==> src/rtl/clock_divider_multi.sv <==
// clock_divider_multi: multi-channel programmable clock-enable generator.
// Each channel produces a one-cycle tick per divided period and a registered
// square wave, all in the `clock` domain. Divisor updates are staged in a
// shadow register and take effect only at a period boundary or sync_restart.
// Optional feature macro: CLKDIV_DUTY_EN adds the wr_high port and a
// programmable per-channel high threshold for wave_out.
module clock_divider_multi #(
    parameter int NUM_CH      = 4,
    parameter int WIDTH       = 16,
    parameter int CH_W        = 2,
    parameter int DEFAULT_DIV = 2
) (
    input  logic              clock,
    input  logic              resetn,
    input  logic              wr_en,
    input  logic [CH_W-1:0]   wr_ch,
    input  logic [WIDTH-1:0]  wr_div,
`ifdef CLKDIV_DUTY_EN
    input  logic [WIDTH-1:0]  wr_high,
`endif
    input  logic [NUM_CH-1:0] ch_enable,
    input  logic              sync_restart,
    output logic [NUM_CH-1:0] tick_out,
    output logic [NUM_CH-1:0] wave_out,
    output logic [NUM_CH-1:0] pending
);

    localparam logic [WIDTH-1:0] RST_DIV = WIDTH'(DEFAULT_DIV);
`ifdef CLKDIV_DUTY_EN
    localparam logic [WIDTH-1:0] RST_THR = WIDTH'(DEFAULT_DIV / 2);
`endif

    logic [WIDTH-1:0]  r_cnt     [NUM_CH];
    logic [WIDTH-1:0]  r_div_act [NUM_CH];
    logic [WIDTH-1:0]  r_div_sh  [NUM_CH];
    logic [NUM_CH-1:0] r_pend;
    logic [NUM_CH-1:0] r_tick;
    logic [NUM_CH-1:0] r_wave;

    logic [WIDTH-1:0]  w_d       [NUM_CH];
    logic [NUM_CH-1:0] w_wr_hit;
    logic [NUM_CH-1:0] w_bound;

    logic [WIDTH-1:0]  w_cnt_nx  [NUM_CH];
    logic [WIDTH-1:0]  w_act_nx  [NUM_CH];
    logic [WIDTH-1:0]  w_sh_nx   [NUM_CH];
    logic [NUM_CH-1:0] w_pend_nx;
    logic [NUM_CH-1:0] w_tick_nx;
    logic [NUM_CH-1:0] w_wave_nx;

`ifdef CLKDIV_DUTY_EN
    logic [WIDTH-1:0]  r_thr_act [NUM_CH];
    logic [WIDTH-1:0]  r_thr_sh  [NUM_CH];
    logic [WIDTH-1:0]  w_thr_act_nx [NUM_CH];
    logic [WIDTH-1:0]  w_thr_sh_nx  [NUM_CH];
`endif

    // Effective divisor, write decode and period-boundary detect per channel
    always_comb begin
        for (int unsigned i = 0; i < NUM_CH; i++) begin
            w_d[i]      = (r_div_act[i] == '0) ? WIDTH'(1) : r_div_act[i];
            w_wr_hit[i] = wr_en && (32'(wr_ch) == i);
            w_bound[i]  = sync_restart || (ch_enable[i] && (r_cnt[i] == w_d[i] - WIDTH'(1)));
        end
    end

    // Next-state for counters, divisor staging, tick and wave
    always_comb begin
        for (int unsigned i = 0; i < NUM_CH; i++) begin
            w_cnt_nx[i]  = r_cnt[i];
            w_act_nx[i]  = r_div_act[i];
            w_sh_nx[i]   = r_div_sh[i];
            w_pend_nx[i] = r_pend[i];
            w_tick_nx[i] = 1'b0;
            w_wave_nx[i] = r_wave[i];
`ifdef CLKDIV_DUTY_EN
            w_thr_act_nx[i] = r_thr_act[i];
            w_thr_sh_nx[i]  = r_thr_sh[i];
`endif
            if (sync_restart) begin
                w_cnt_nx[i] = '0;
            end else if (ch_enable[i]) begin
                if (w_bound[i]) begin
                    w_cnt_nx[i]  = '0;
                    w_tick_nx[i] = 1'b1;
                end else begin
                    w_cnt_nx[i] = r_cnt[i] + WIDTH'(1);
                end
            end
            // Transfer uses the shadow value from before this cycle's write,
            // so a write landing on a boundary waits for the next one.
            if (w_bound[i] && r_pend[i]) begin
                w_act_nx[i]  = r_div_sh[i];
                w_pend_nx[i] = 1'b0;
`ifdef CLKDIV_DUTY_EN
                w_thr_act_nx[i] = r_thr_sh[i];
`endif
            end
            if (w_wr_hit[i]) begin
                w_sh_nx[i]   = wr_div;
                w_pend_nx[i] = 1'b1;
`ifdef CLKDIV_DUTY_EN
                w_thr_sh_nx[i] = wr_high;
`endif
            end
            if (sync_restart || ch_enable[i]) begin
`ifdef CLKDIV_DUTY_EN
                w_wave_nx[i] = (w_cnt_nx[i] >= w_thr_act_nx[i]);
`else
                // max(div,1)>>1 equals div>>1 for every div, so no clamp needed
                w_wave_nx[i] = (w_cnt_nx[i] >= (w_act_nx[i] >> 1));
`endif
            end
        end
    end

    // Channel state registers with asynchronous active-low reset
    always_ff @(posedge clock or negedge resetn) begin
        if (!resetn) begin
            for (int unsigned i = 0; i < NUM_CH; i++) begin
                r_cnt[i]     <= '0;
                r_div_act[i] <= RST_DIV;
                r_div_sh[i]  <= RST_DIV;
`ifdef CLKDIV_DUTY_EN
                r_thr_act[i] <= RST_THR;
                r_thr_sh[i]  <= RST_THR;
`endif
            end
            r_pend <= '0;
            r_tick <= '0;
            r_wave <= '0;
        end else begin
            for (int unsigned i = 0; i < NUM_CH; i++) begin
                r_cnt[i]     <= w_cnt_nx[i];
                r_div_act[i] <= w_act_nx[i];
                r_div_sh[i]  <= w_sh_nx[i];
`ifdef CLKDIV_DUTY_EN
                r_thr_act[i] <= w_thr_act_nx[i];
                r_thr_sh[i]  <= w_thr_sh_nx[i];
`endif
            end
            r_pend <= w_pend_nx;
            r_tick <= w_tick_nx;
            r_wave <= w_wave_nx;
        end
    end

    assign tick_out = r_tick;
    assign wave_out = r_wave;
    assign pending  = r_pend;

endmodule

==> config.mk <==
export PLATFORM = sky130hd
export DESIGN_NAME = clock_divider_multi
export DESIGN_NICKNAME = d
export VERILOG_FILES = /design/src/rtl/clock_divider_multi.sv
export SDC_FILE = /design/constraint.sdc
export NUM_CORES = 1
export LEC_CHECK = 0
export CAP_MARGIN = 15
export CORE_MARGIN = 4
export CORE_UTILIZATION = 45
export CTS_CLUSTER_SIZE = 14
export DETAILED_ROUTE_END_ITERATION = 10
export PLACE_DENSITY = 0.73
export SETUP_SLACK_MARGIN = 0.02
export SLEW_MARGIN = 40
export SYNTH_ARGS = -nofsm -noshare
export SYNTH_HDL_FRONTEND = slang
export SYNTH_SLANG_ARGS = --single-unit
export TNS_END_PERCENT = 30
==> constraint.sdc <==
create_clock -name clock -period 10.8 [get_ports clock]
set_clock_uncertainty 0.2 [all_clocks]
set_input_delay 2.16 -clock clock [delete_from_list [all_inputs] [get_ports clock]]
set_output_delay 2.16 -clock clock [all_outputs]
set_load 0.05 [all_outputs]
== After elaboration in Yosys (flattened, before gate mapping) ==
Index checks and enable logic that the tools add are counted.
Cells by class
  order comparisons: 4
  add/subtract/negate cells: 8
  eq/ne operators: 7
  mux-type cells: 40
  reduce and logical (&&, ||, !) cells: 29
Operators with widths (number)
  $mux 16: 20
  $add 16x1->16 const B: 4
  $eq 16x16->1: 4
  $ge 16x15->1: 4
  $logic_not 16->1: 4
  $sub 16x1->16 const B: 4
  $mux 1: 20
  $logic_and 1x1->1: 12
  $logic_or 1x1->1: 8
  $reduce_bool 2->1: 4
  $eq 2x2->1 const B: 2
  $eq 2x1->1 const B: 1
  $logic_not 2->1: 1
Storage, ports and cells
  flip-flop bits (word level): 204
  output and inout port bits: 12
  input bits: 26
  word-level logic and storage cells: 113

== Longest topological paths before layout ==
Gate-level depths: netlist (run 1).
  depth after elaboration: 10
  mapped depth: 23
  gate-level depth less buffers: 21

== Worst setup path before layout (run 1) ==
Ideal clock, no wire load.
  path kind: input to register
  start point: input port ch_enable[1]
  end point: register r_wave[1] (netlist: wave_out[1])
  data required time: 10.474 ns
  cell stages on the path: 17
  buffers on the path: 2
  slack: 4.689 ns
  setup time: 0.126 ns
  arrival: 5.785 ns
  cell sequence: clkbuf_1 -> o2111ai_1 -> or4_1 -> a2111o_1 -> o41ai_4 -> nand2_2 -> buf_6 -> mux2_4 -> ha_1 -> nand2b_1 -> a21o_1 -> a21o_1 -> a21oi_1 -> o21ai_0 -> a21oi_1 -> o21ai_0 -> o32a_1
RTL lines
  start: declaration: line 21  | input logic [NUM_CH-1:0] ch_enable,
  end signal: assignment: line 144  | r_wave <= w_wave_nx;
  end: declaration: line 38  | logic [NUM_CH-1:0] r_wave;

== Final worst setup path (run 1) ==
  start point: input port ch_enable[3]
  end point: register r_wave[3] (netlist: wave_out[3])
Between the ends
  word-level cells in the longest chain between the ends: 6
  elaborated cells on any way between the ends: 9
  classes of those cells: 1 x order compare; 4 x mux; 4 x reduce/logical
RTL lines
  $logic_and 1x1->1: line 63  | w_bound[i] = sync_restart || (ch_enable[i] && (r_cnt[i] == w_d[i] - WIDTH'(1)));
  $logic_or 1x1->1: line 63
  $mux 16: line 83  | if (w_bound[i]) begin
  $mux 16: line 82  | end else if (ch_enable[i]) begin
  $mux 16: line 80  | if (sync_restart) begin
  $ge 16x15->1: line 111  | w_wave_nx[i] = (w_cnt_nx[i] >= (w_act_nx[i] >> 1));
Parallel ways exist; a longest one is shown, timed or not.
A chain may end at the register's enable or synchronous reset.

==> results of run 1 <==
## synthesized netlist by cell type (4+ instances only)
library cell and instances:
nand2b_1 19, nor2b_1 10, nand2_1 57, nand4_1 35, nor4_1 23, xor2_1 69
a21o_1 17, mux2i_1 61, or3_1 13, o21ai_0 38, a211oi_1 8, o21a_1 5
and4_1 5, clkbuf_1 47, nor3_1 24, dfstp_2 8, nand3b_1 5, mux2_4 16
a221oi_1 4, dfrtp_1 196, nor4b_1 5, o32a_1 4, a31oi_1 9, or4_1 21
nor2_1 88, o2111ai_1 4, a21oi_1 28, o31ai_1 4, o211ai_1 5, and3_1 24
inv_1 26, nor3b_1 11, nand4b_1 5, ha_1 68, xnor2_1 46, a2111oi_0 4
mux2_2 115, nand3_1 37
## sequential cells by signal (all words and copies together), names as in the netlist
signal,flops
pending,4
r_cnt,64
r_div_act,64
r_div_sh,64
tick_out,4
wave_out,4
## worst max path at each step
stage                                   end  slack [ns]  depth (start not counted)
floorplan           wave_out[1]$_DFFE_PN0P_        4.69                         17
global placement    wave_out[1]$_DFFE_PN0P_        3.74                         16
detailed placement  wave_out[3]$_DFFE_PN0P_        3.63                         17
CTS                 wave_out[3]$_DFFE_PN0P_        4.13                         22
global route        wave_out[3]$_DFFE_PN0P_        3.82                         17
finish              wave_out[3]$_DFFE_PN0P_        4.08                         17
## logic make-up after synthesis
logic type / Yosys count / share of synthesized area, %
muxes: 192 / 16.86
and+or+nand+nor: 395 / 16.82
adders and majority gates: 68 / 6.685
AOI/OAI and AO/OA: 164 / 8.995
xor gates and xnor gates: 115 / 7.914
buffers and inverters: 81 / 2.536
DFF: 204 / 40.19
## layer usage
layer	global-route usage [%]	up-vias	part of all wire, %
met5	0	-	0
met4	6.628	0	3.3
met3	2.784	67	5.3
met2	31.61	252	46
met1	27.08	4767	45
li1	-	4559	-
## stage by stage
| step | hold WS (ns) | util [%] | power [uW] |
|---|---|---|---|
| final | 0.3153 | 51.31 | 2761 |
| after global routing | 0.3278 | 51.31 | 2927 |
| after CTS | 0.3142 | 51.19 | 2766 |
| after detailed placement | 0.3019 | 48.43 | 1956 |
| after global placement | 0.2826 | 48.28 | 1923 |
| after floorplan | 0.2750 | - | 1721 |
## area by class of cell
class                      count  area (sq um)
multi-input combinational    934          7325
clock inverter                 9         126.4
sequential                   204          5115
timing repair buffer          52         511.7
inverter                      27         101.3
tap                          378         473.0
fill                        2450         13560
clock buffer                  33         643.1
## power by group through the flow
stage          Combinational [uW]  Sequential (uW)  Clock [uW]
3_5_place_dp                  802             1150           0
4_1_cts                       811             1140         814
5_1_grt                       904             1180         847
2_1_floorplan                 669             1050           0
6_report                      814             1150         797
3_3_place_gp                  779             1140           0
## critical path, cell delays in order
cell	delay (ns)
clkdlybuf4s50_1	0.81
nand3_1	0.15
or4_1	0.42
or4_1	0.49
o21ai_1	0.67
nand2_1	0.12
buf_4	0.29
mux2i_1	0.17
ha_1	0.31
a21o_1	0.18
a21o_1	0.17
a21o_1	0.18
a21oi_1	0.10
o21ai_0	0.10
a221oi_1	0.27
o21ai_0	0.15
o32a_1	0.17
==> metrics.md, run 1 <==
| Metric | Value |
|---|---|
| Sequential share of power | 41.6% |
| Peak supply drop | 0.0001071 V |
| Final clock period utilization by the worst path | 62.26% |
| DRC marker count from the first detailed-route iteration | 733 |
| Critical R2R Launch | r_div_act[2]$_DFF_PN0_ |
| DRT antenna net count | 0 |
| Seq/Total Area, Yosys | 40.19% |
| Number of instances on the worst hold path | 1 |
| Post-place instance area | 13490 sq um |
| PortBufs | 37 |
| Net count after synthesis | 1313 |
| Clk_lat worst skew | 0.53 ns |
| Actual transition at the worst max-transition pin | 0.9280 ns |
| Setup crit start kind | input pin |
| Quantity of gates resized following cts | 0 |
| Number of different library cells in the post-synthesis netlist | 72 |
| Required time of the critical path | 11.00 ns |
| Vias after detailed routing | 9645 |
| Overflow left after global routing | 0 |
| Post-Synthesis Mean Instance Area | 10.44 sq um |
| Area of all placed cells without fillers | 14300 sq um |
| Reg2reg end | wave_out[3]$_DFFE_PN0P_ |
| Number of H-tree levels | 1 |
| Detailed placement HPWL | 22.09 mm |
| Number of nets in the layout | 1336 |
| Register bit total from synthesis | 204 |
| Unrepaired setup endpoints after global routing | false |
| Row Count | 61 |
| Power Density | 193.1 nW/um^2 |
| Sw power | 942.9 uW |
| Pins Over Slew Limit | 0 |
| Terminating pin of the worst hold path | r_div_sh[0]$_DFFE_PN0P_ |
| Share of cells above drive strength 1 | 16.36% |
| Highest clock rate | 0.1487 GHz |
| Endpoint type of the worst setup path | register |
| Die Outline Area | 31040 sq um |
| Initial core utilization | 45.69% |
| CTS tree | done |
| Tightest slew margin relative to the limit | 37.56% |
| Max-cap violation count | 0 |
| Cells after DPL | 1593 |
| Total wire length after detailed routing | 30.68 mm |
| Share of power burned in the clock network | 28.9% |
| Post-cts hold buffer count | 0 |
| Switching fraction of total power | 34.15% |
| Avg Vias per Cell | 5.892 |
| Global-route usage over all layers | 19.53% |
| Most common cell after layout, fill and taps aside | dfrtp_1 |
| Number of I/O pins | 38 |
| Cells after Synth | 1219 |
| Synthesized area | 12730 sq um |
| Synth async-reset ratio | 100.0% |
| Area of the core region | 27860 sq um |
| Setup TNS | 0 ns |
| Status | completed |
| Pre-CTS setup slack | 3.625 ns |
| Wire length per cell | 18.74 um |
| Dominant register cell in the synthesized netlist | dfrtp_1 |
| Cell chosen for the clock root | clkbuf_16 |
| Pin count of the biggest net entering global routing | 81 |
| Maximum net fanout on the critical path | 30 |
| Endpoints failing hold | 0 |
| Leakage power total | 0.006472 uW |
| Internal power summed over all cells | 1818 uW |
| Count of yosys warnings during synthesis | 0 |
| Post-synth EDFFs | 0 |
| Number of antenna violations at the first check in global routing | 0 |
| Share of total power in combinational logic | 29.5% |
| Launch point of the worst path | ch_enable[3] |
| Vias in the first global route | 9511 |
| Clock sinks | 204 |
| Top cell type by total area after synthesis | dfrtp_1 |
| Number of cells on the worst reg-to-reg path | 21 |
| Number of standard cells in the layout, taps in and fillers out | 1637 |
| Classification of the worst-slack hold path | reg2reg |
| Top library cells by usage in the layout, fill and taps aside | 196 x dfrtp_1, 115 x mux2_2, 88 x nor2_1 |
| Final min period | 6.724 ns |
| Global-route wire length before repair | 49.78 mm |
| Final setup vio count | 0 |
| Layout-stage area growth over the synthesis result | 12.32% |
| Setup Buffers After CTS | 0 |
| GPL Wtd Cong | 0.9176 |
| Number of buffers on the longest clock path | 3 |
| First drt pass iteration count | 5 |
| WS Path Type | in2reg |
| Horizontal extent of the die | 176.2 um |
| Hold wc startpoint | r_div_sh[0]$_DFFE_PN0P_ |
| Reg2Reg Setup Slack | 4.29 ns |
| Final worst setup slack | 4.076 ns |
| Clock buffers created by TritonCTS | 23 |
| Proportion of netlist area held by the largest area contributor | 38.54% |
| Height of the die | 176.2 um |
| Data arrival, critical path | 6.93 ns |
| Diodes inserted | 0 |
| Leading cell types by total area after synthesis | dfrtp_1 39%, mux2_2 10%, ha_1 6.7% |
| Remaining DRCs | 0 |
| Worst-path clk slew | 0.06 ns |
No activity file was read; power rests on OpenSTA's default activity.
==> inputs of run 2 (changes only) <==
- clock period: 10.8 -> 6.47 ns (I/O delays scaled with it)
==> metrics.md, run 2 (synthesized netlist as in run 1, its figures left out) <==
| Metric | Value |
|---|---|
| Remaining DRCs | 0 |
| Sw power | 1596 uW |
| Share of total power in combinational logic | 29.4% |
| Die Outline Area | 31040 sq um |
| DRC marker count from the first detailed-route iteration | 789 |
| Global-route usage over all layers | 20.02% |
| Diodes inserted | 0 |
| Vias in the first global route | 9614 |
| Area of the core region | 27860 sq um |
| Final clock period utilization by the worst path | 88.67% |
| Wl on met1 | 14.32 mm |
| Height of the die | 176.2 um |
| Number of H-tree levels | 1 |
| Highest routed layer | met4 |
| Layout-stage area growth over the synthesis result | 13.25% |
| Number of I/O pins | 38 |
| Met2 WL post-DR | 14.64 mm |
| Setup TNS | 0 ns |
| Top library cells by usage in the layout, fill and taps aside | 196 x dfrtp_1, 115 x mux2_2, 88 x nor2_1 |
| Final worst setup slack | 0.7330 ns |
| PortBufs | 37 |
| Peak supply drop | 0.0002013 V |
| Cell chosen for the clock root | clkbuf_16 |
| Clock buffers created by TritonCTS | 24 |
| Area used by multi-input combinational logic | 7311 sq um |
| Pins Over Slew Limit | 0 |
| Tightest slew margin relative to the limit | 50.14% |
| First drt pass iteration count | 5 |
| Worst-path clk slew | 0.06 ns |
| Status | completed |
| Classification of the worst-slack hold path | reg2reg |
| Number of antenna violations at the first check in global routing | 0 |
| Global-route wire length before repair | 50.96 mm |
| Vias after detailed routing | 9651 |
| Total wire length after detailed routing | 31.54 mm |
| Setup crit start kind | register |
| Detailed placement HPWL | 22.40 mm |
| Overflow left after global routing | 0 |
| WS Path Type | reg2reg |
| Endpoints failing hold | 0 |
| Leakage power total | 0.006543 uW |
| Number of nets in the layout | 1347 |
| Row Count | 61 |
| Number of buffers on the longest clock path | 3 |
| Wire length per cell | 19.15 um |
| Actual transition at the worst max-transition pin | 0.7410 ns |
| Horizontal extent of the die | 176.2 um |
| Routed length on met3 | 1.447 mm |
| Switching fraction of total power | 34.02% |
| Most common cell after layout, fill and taps aside | dfrtp_1 |
| Final setup vio count | 0 |
| Power Density | 325.4 nW/um^2 |
| Max-cap violation count | 0 |
| Maximum net fanout on the critical path | 9 |
| Fill cell total of the finished layout | 2366 |
| Share of power burned in the clock network | 30.0% |
| Initial core utilization | 45.69% |
| CTS tree | done |
| Data arrival, critical path | 5.93 ns |
| GPL Wtd Cong | 0.9406 |
| Pin count of the biggest net entering global routing | 101 |
| Post-cts hold buffer count | 0 |
| Internal power summed over all cells | 3095 uW |
| Quantity of gates resized following cts | 0 |
| Clk_lat worst skew | 0.52 ns |
| Endpoint type of the worst setup path | register |
| Area of all sequential standard cells | 5115 sq um |
| Min Hold Slack | 0.3083 ns |
| Share of cells above drive strength 1 | 17.34% |
| Setup Buffers After CTS | 0 |
| Final min period | 5.737 ns |
| Avg Vias per Cell | 5.860 |
| Pre-CTS setup slack | 0.5560 ns |
| Clock sinks | 204 |
| DRT antenna net count | 0 |
| Required time of the critical path | 6.67 ns |
| Largest regs | r_cnt x64, r_div_act x64, r_div_sh x64 |
| Unrepaired setup endpoints after global routing | false |
| Highest clock rate | 0.1743 GHz |
| Sequential share of power | 40.6% |
==> run 2: cell types whose count changed in the layout (fill, tap and decap cells not counted) <==
cell,delta
buf_6,+1
nand2_2,+1
buf_4,+9
inv_6,-1
nor4_2,+1
clkbuf_1,-4
nand2_4,-1
clkinv_4,+1
clkbuf_8,+1
clkbuf_16,+2
clkinv_2,+1
nor4_4,-1
==> run 2: layout make-up <==
class,instances,area share (%)
clock inverters,10,0.9115
inverters,27,0.7031
flip-flops and latches,204,35.49
clock buffers,32,4.800
repair buffers,62,4.097
multi-input cells,934,50.72
well taps,378,3.281
==> run 2: path summary, 6_finish.rpt <==
check	cells after the start	end	slack [ns]	startpoint
max reg2reg	20	wave_out[3]$_DFFE_PN0P_	0.73	r_div_act[2]$_DFF_PN0_
max	20	wave_out[3]$_DFFE_PN0P_	0.73	r_div_act[2]$_DFF_PN0_
min reg2reg	1	r_div_sh[48]$_DFFE_PN0P_	0.31	r_div_sh[48]$_DFFE_PN0P_
min	1	r_div_sh[48]$_DFFE_PN0P_	0.31	r_div_sh[48]$_DFFE_PN0P_
max in group asynchronous	3	r_div_sh[33]$_DFFE_PN1P_	4.40	resetn
min in group asynchronous	1	r_cnt[48]$_DFF_PN0_	0.42	resetn
==> run 2: critical path, stage by stage, from the launching register on <==
cell and delay (ns):
dfrtp_1 0.46, nor4_1 0.65, a41oi_1 0.29, ha_1 0.29, nor3b_2 0.20, nand3_1 0.12
xnor2_1 0.08, or4_1 0.50, or4_1 0.49, o21ai_1 0.18, nand2_1 0.29, mux2i_1 0.20
ha_1 0.32, a21o_1 0.18, a21o_1 0.17, a21o_1 0.20, a21oi_1 0.12, o21ai_0 0.09
a221oi_1 0.28, o21ai_0 0.13, o32a_1 0.16
==> run 2: power by group through the flow <==
stage               clock network [uW]  registers (uW)  logic, uW
floorplan                            0            1760       1120
global placement                     0            1890       1330
detailed placement                   0            1910       1360
CTS                               1440            1890       1370
global route                      1480            1950       1530
finish                            1410            1900       1380
==> run 2: through the flow <==
step	utilization [%]	power (uW)	instance area, sq um	cells
2_1_floorplan	-	2873	12730	1219
3_3_place_gp	48.55	3221	13520	1602
3_5_place_dp	48.59	3268	13540	1603
4_1_cts	51.55	4705	14360	1645
5_1_grt	51.74	4962	14410	1647
6_report	51.74	4691	14410	1647
==> run 2: routing by layer <==
| layer | vias up | GRT usage (%) |
|---|---|---|
| li1 | 4586 | - |
| met1 | 4740 | 27.86 |
| met2 | 262 | 32.43 |
| met3 | 63 | 2.741 |
| met4 | 0 | 6.693 |
| met5 | - | 0 |
==> inputs of run 3 (changes only) <==
- ABC_AREA: unset -> 1
- SKIP_LAST_GASP: unset -> 1
==> metrics.md, run 3 <==
| Metric | Value |
|---|---|
| Cells after Synth | 1747 |
| Adder-cell share of the synthesized area | 6.491% |
| Reg2reg end | wave_out[3]$_DFFE_PN0P_ |
| Fill cell total of the finished layout | 2736 |
| Reg2Reg Setup Slack | 1.24 ns |
| Vias in the first global route | 10940 |
| Row Count | 62 |
| Avg Vias per Cell | 5.083 |
| Leading cell types by total area after synthesis | dfrtp_1 37%, nand2_1 13%, inv_1 7.3% |
| Data arrival, critical path | 5.43 ns |
| Post-synth EDFFs | 0 |
| Overflow left after global routing | 0 |
| Dominant register cell in the synthesized netlist | dfrtp_1 |
| Actual transition at the worst max-transition pin | 0.7403 ns |
| Slowest stage delay, CP | 0.46 ns |
| Top-count cell post-synth | nand2_1 |
| Setup TNS | 0 ns |
| Post-place instance area | 13830 sq um |
| Peak supply drop | 0.0002255 V |
| Power Density | 280.8 nW/um^2 |
| Layout-stage area growth over the synthesis result | 11.64% |
| Setup Buffers After CTS | 0 |
| Global-route wire length before repair | 54.21 mm |
| First drt pass iteration count | 5 |
| Synthesized area | 13110 sq um |
| Clk_lat worst skew | 0.52 ns |
| Classification of the worst-slack hold path | reg2reg |
| Height of the die | 178.7 um |
| Top library cells by usage in the layout, fill and taps aside | 449 x nand2_1, 255 x inv_1, 196 x dfrtp_1 |
| Most Frequent Cell on Critical Path | nand2_1 |
| Pin count of the biggest net entering global routing | 132 |
| Wire length per cell | 15.00 um |
| Largest regs | r_cnt x64, r_div_act x64, r_div_sh x64 |
| Number of cells on the worst reg-to-reg path | 43 |
| Final setup vio count | 0 |
| WS Path Type | reg2reg |
| Multiplexer share of the synthesized area | 0% |
| Critical R2R Launch | r_div_act[4]$_DFF_PN0_ |
| Leakage power total | 0.007280 uW |
| Clock sinks | 204 |
| Number of nets in the layout | 1873 |
| Setup crit start kind | register |
| Tightest slew margin relative to the limit | 50.65% |
| CTS tree | done |
| Status | completed |
| Count of yosys warnings during synthesis | 0 |
| Final min period | 5.228 ns |
| Post-route core utilization | 50.98% |
| Register bit total from synthesis | 204 |
| Cell with the biggest individual delay on the critical path | nand2_2 |
| Post-cts hold buffer count | 0 |
| Required time of the critical path | 6.67 ns |
| Quantity of gates resized following cts | 0 |
| GPL Wtd Cong | 0.9500 |
| Proportion of netlist area held by the largest area contributor | 37.42% |
| DRC marker count from the first detailed-route iteration | 817 |
| Post-Synthesis Mean Instance Area | 7.503 sq um |
| Horizontal extent of the die | 178.7 um |
| Number of I/O pins | 38 |
| Termination of the worst setup path | wave_out[3]$_DFFE_PN0P_ |
| Diodes inserted | 0 |
| Pins Over Slew Limit | 0 |
| Synth async-reset ratio | 100.0% |
| Most common cell after layout, fill and taps aside | nand2_1 |
| Endpoint type of the worst setup path | register |
| Launch point of the worst path | r_div_act[4]$_DFF_PN0_ |
| Unrepaired setup endpoints after global routing | false |
| Cell chosen for the clock root | clkbuf_16 |
| Number of H-tree levels | 1 |
| Seq/Total Area, Yosys | 39.02% |
| Highest clock rate | 0.1913 GHz |
| Commonest cells in the synthesized netlist | 449 x nand2_1, 255 x inv_1, 196 x dfrtp_1 |
| Global-route usage over all layers | 20.81% |
| Vias after detailed routing | 11080 |
| PortBufs | 37 |
| Area of all placed cells without fillers | 14630 sq um |
| DRT antenna net count | 0 |
| Total wire length after detailed routing | 32.68 mm |
| Die Outline Area | 31920 sq um |
| Clock buffers created by TritonCTS | 23 |
| Simple-Gate Fraction of Synth Area | 28.41% |
| Top cell type by total area after synthesis | dfrtp_1 |
| Complex-gate fraction of the synthesized area | 8.477% |
| Share of cells above drive strength 1 | 8.914% |
| Dominant combinational cell family by area after synthesis | simple AND/OR/NAND/NOR gates |
| Worst-path clk slew | 0.06 ns |
| Final clock period utilization by the worst path | 80.81% |
| Detailed placement HPWL | 24.72 mm |
| Area of the core region | 28700 sq um |
| Endpoints failing hold | 0 |
| Max-cap violation count | 0 |
| Parity-gate share of the synthesized area counting xor and xnor cells | 7.961% |
| Initial core utilization | 45.67% |
| Maximum net fanout on the critical path | 32 |
| Remaining DRCs | 0 |
| Net count after synthesis | 1841 |
| Number of different library cells in the post-synthesis netlist | 39 |
| Number of antenna violations at the first check in global routing | 0 |
| Number of buffers on the longest clock path | 3 |
==> run 3: changes by cell type after synthesis, sizes merged, moves of 19 or more <==
cell and change:
or4 -21, nand3 +54, mux2 -131, nor2 +104
mux2i -61, inv +256, o21ai +98, clkbuf -28
nand2 +409, nand2b -19, nor3 +20, and3 -24
==> run 3: kinds of logic (layout without fill, tap and decap cells) <==
group	after synthesis	after routing
and+or+nand+nor	862	862
buffers and inverters	318	366
DFF	204	204
AOI/OAI and AO/OA	187	187
xor gates and xnor gates	108	108
adders and majority gates	68	68
==> run 3: worst min path at each step <==
stage                                     to  slack, ns                startpoint  depth (start not counted)
global route        r_div_sh[42]$_DFFE_PN0P_       0.29  r_div_sh[42]$_DFFE_PN0P_                          2
finish              r_div_sh[37]$_DFFE_PN0P_       0.28  r_div_sh[37]$_DFFE_PN0P_                          2
CTS                 r_div_sh[42]$_DFFE_PN0P_       0.28  r_div_sh[42]$_DFFE_PN0P_                          2
floorplan           r_div_sh[34]$_DFFE_PN0P_       0.24  r_div_sh[34]$_DFFE_PN0P_                          2
global placement    r_div_sh[44]$_DFFE_PN0P_       0.26  r_div_sh[44]$_DFFE_PN0P_                          2
detailed placement  r_div_sh[42]$_DFFE_PN0P_       0.27  r_div_sh[42]$_DFFE_PN0P_                          2
==> run 3: metrics by stage <==
step	power, uW	hold slack (ns)	cells	setup slack, ns
6_report	4109	0.2796	2179	1.242
5_1_grt	4381	0.2916	2179	0.5735
4_1_cts	4142	0.2814	2179	1.234
3_5_place_dp	2740	0.2669	2138	1.125
3_3_place_gp	2705	0.2588	2138	1.226
2_1_floorplan	2442	0.2444	1747	2.370
==> run 3: critical path, delay by kind of cell, from the launching register on <==
| kind | cells | cell delay (ns) |
|---|---|---|
| adders and majority gates | 2 | 0.48 |
| buffers and inverters | 3 | 0.23 |
| and+or+nand+nor | 36 | 3.37 |
| AOI/OAI and AO/OA | 2 | 0.41 |
| DFF | 1 | 0.44 |
==> run 3: power by group <==
group | internal [uW] | switching (uW)
combinational | 403 | 666
clock | 850 | 532
sequential | 1460 | 193
==> run 3: per-layer routing <==
layer  global-route usage (%)  share of wire, %  vias up
met2                    35.17                48      284
met4                    7.195               3.5        0
li1                         -                 -     5576
met5                        0                 0        -
met3                    2.678               5.0       77
met1                    27.65                44     5139
==> run 3: cell type report <==
cell class,count,area (sq um),share of cell area [%]
Multi-Input combinational cell,1225,6749,46.12
Clock buffer,33,683.2,4.669
Clock inverter,8,118.9,0.8123
Timing Repair Buffer,42,424.2,2.899
Inverter,283,1062,7.260
Tap cell,384,480.5,3.283
Sequential cell,204,5115,34.96
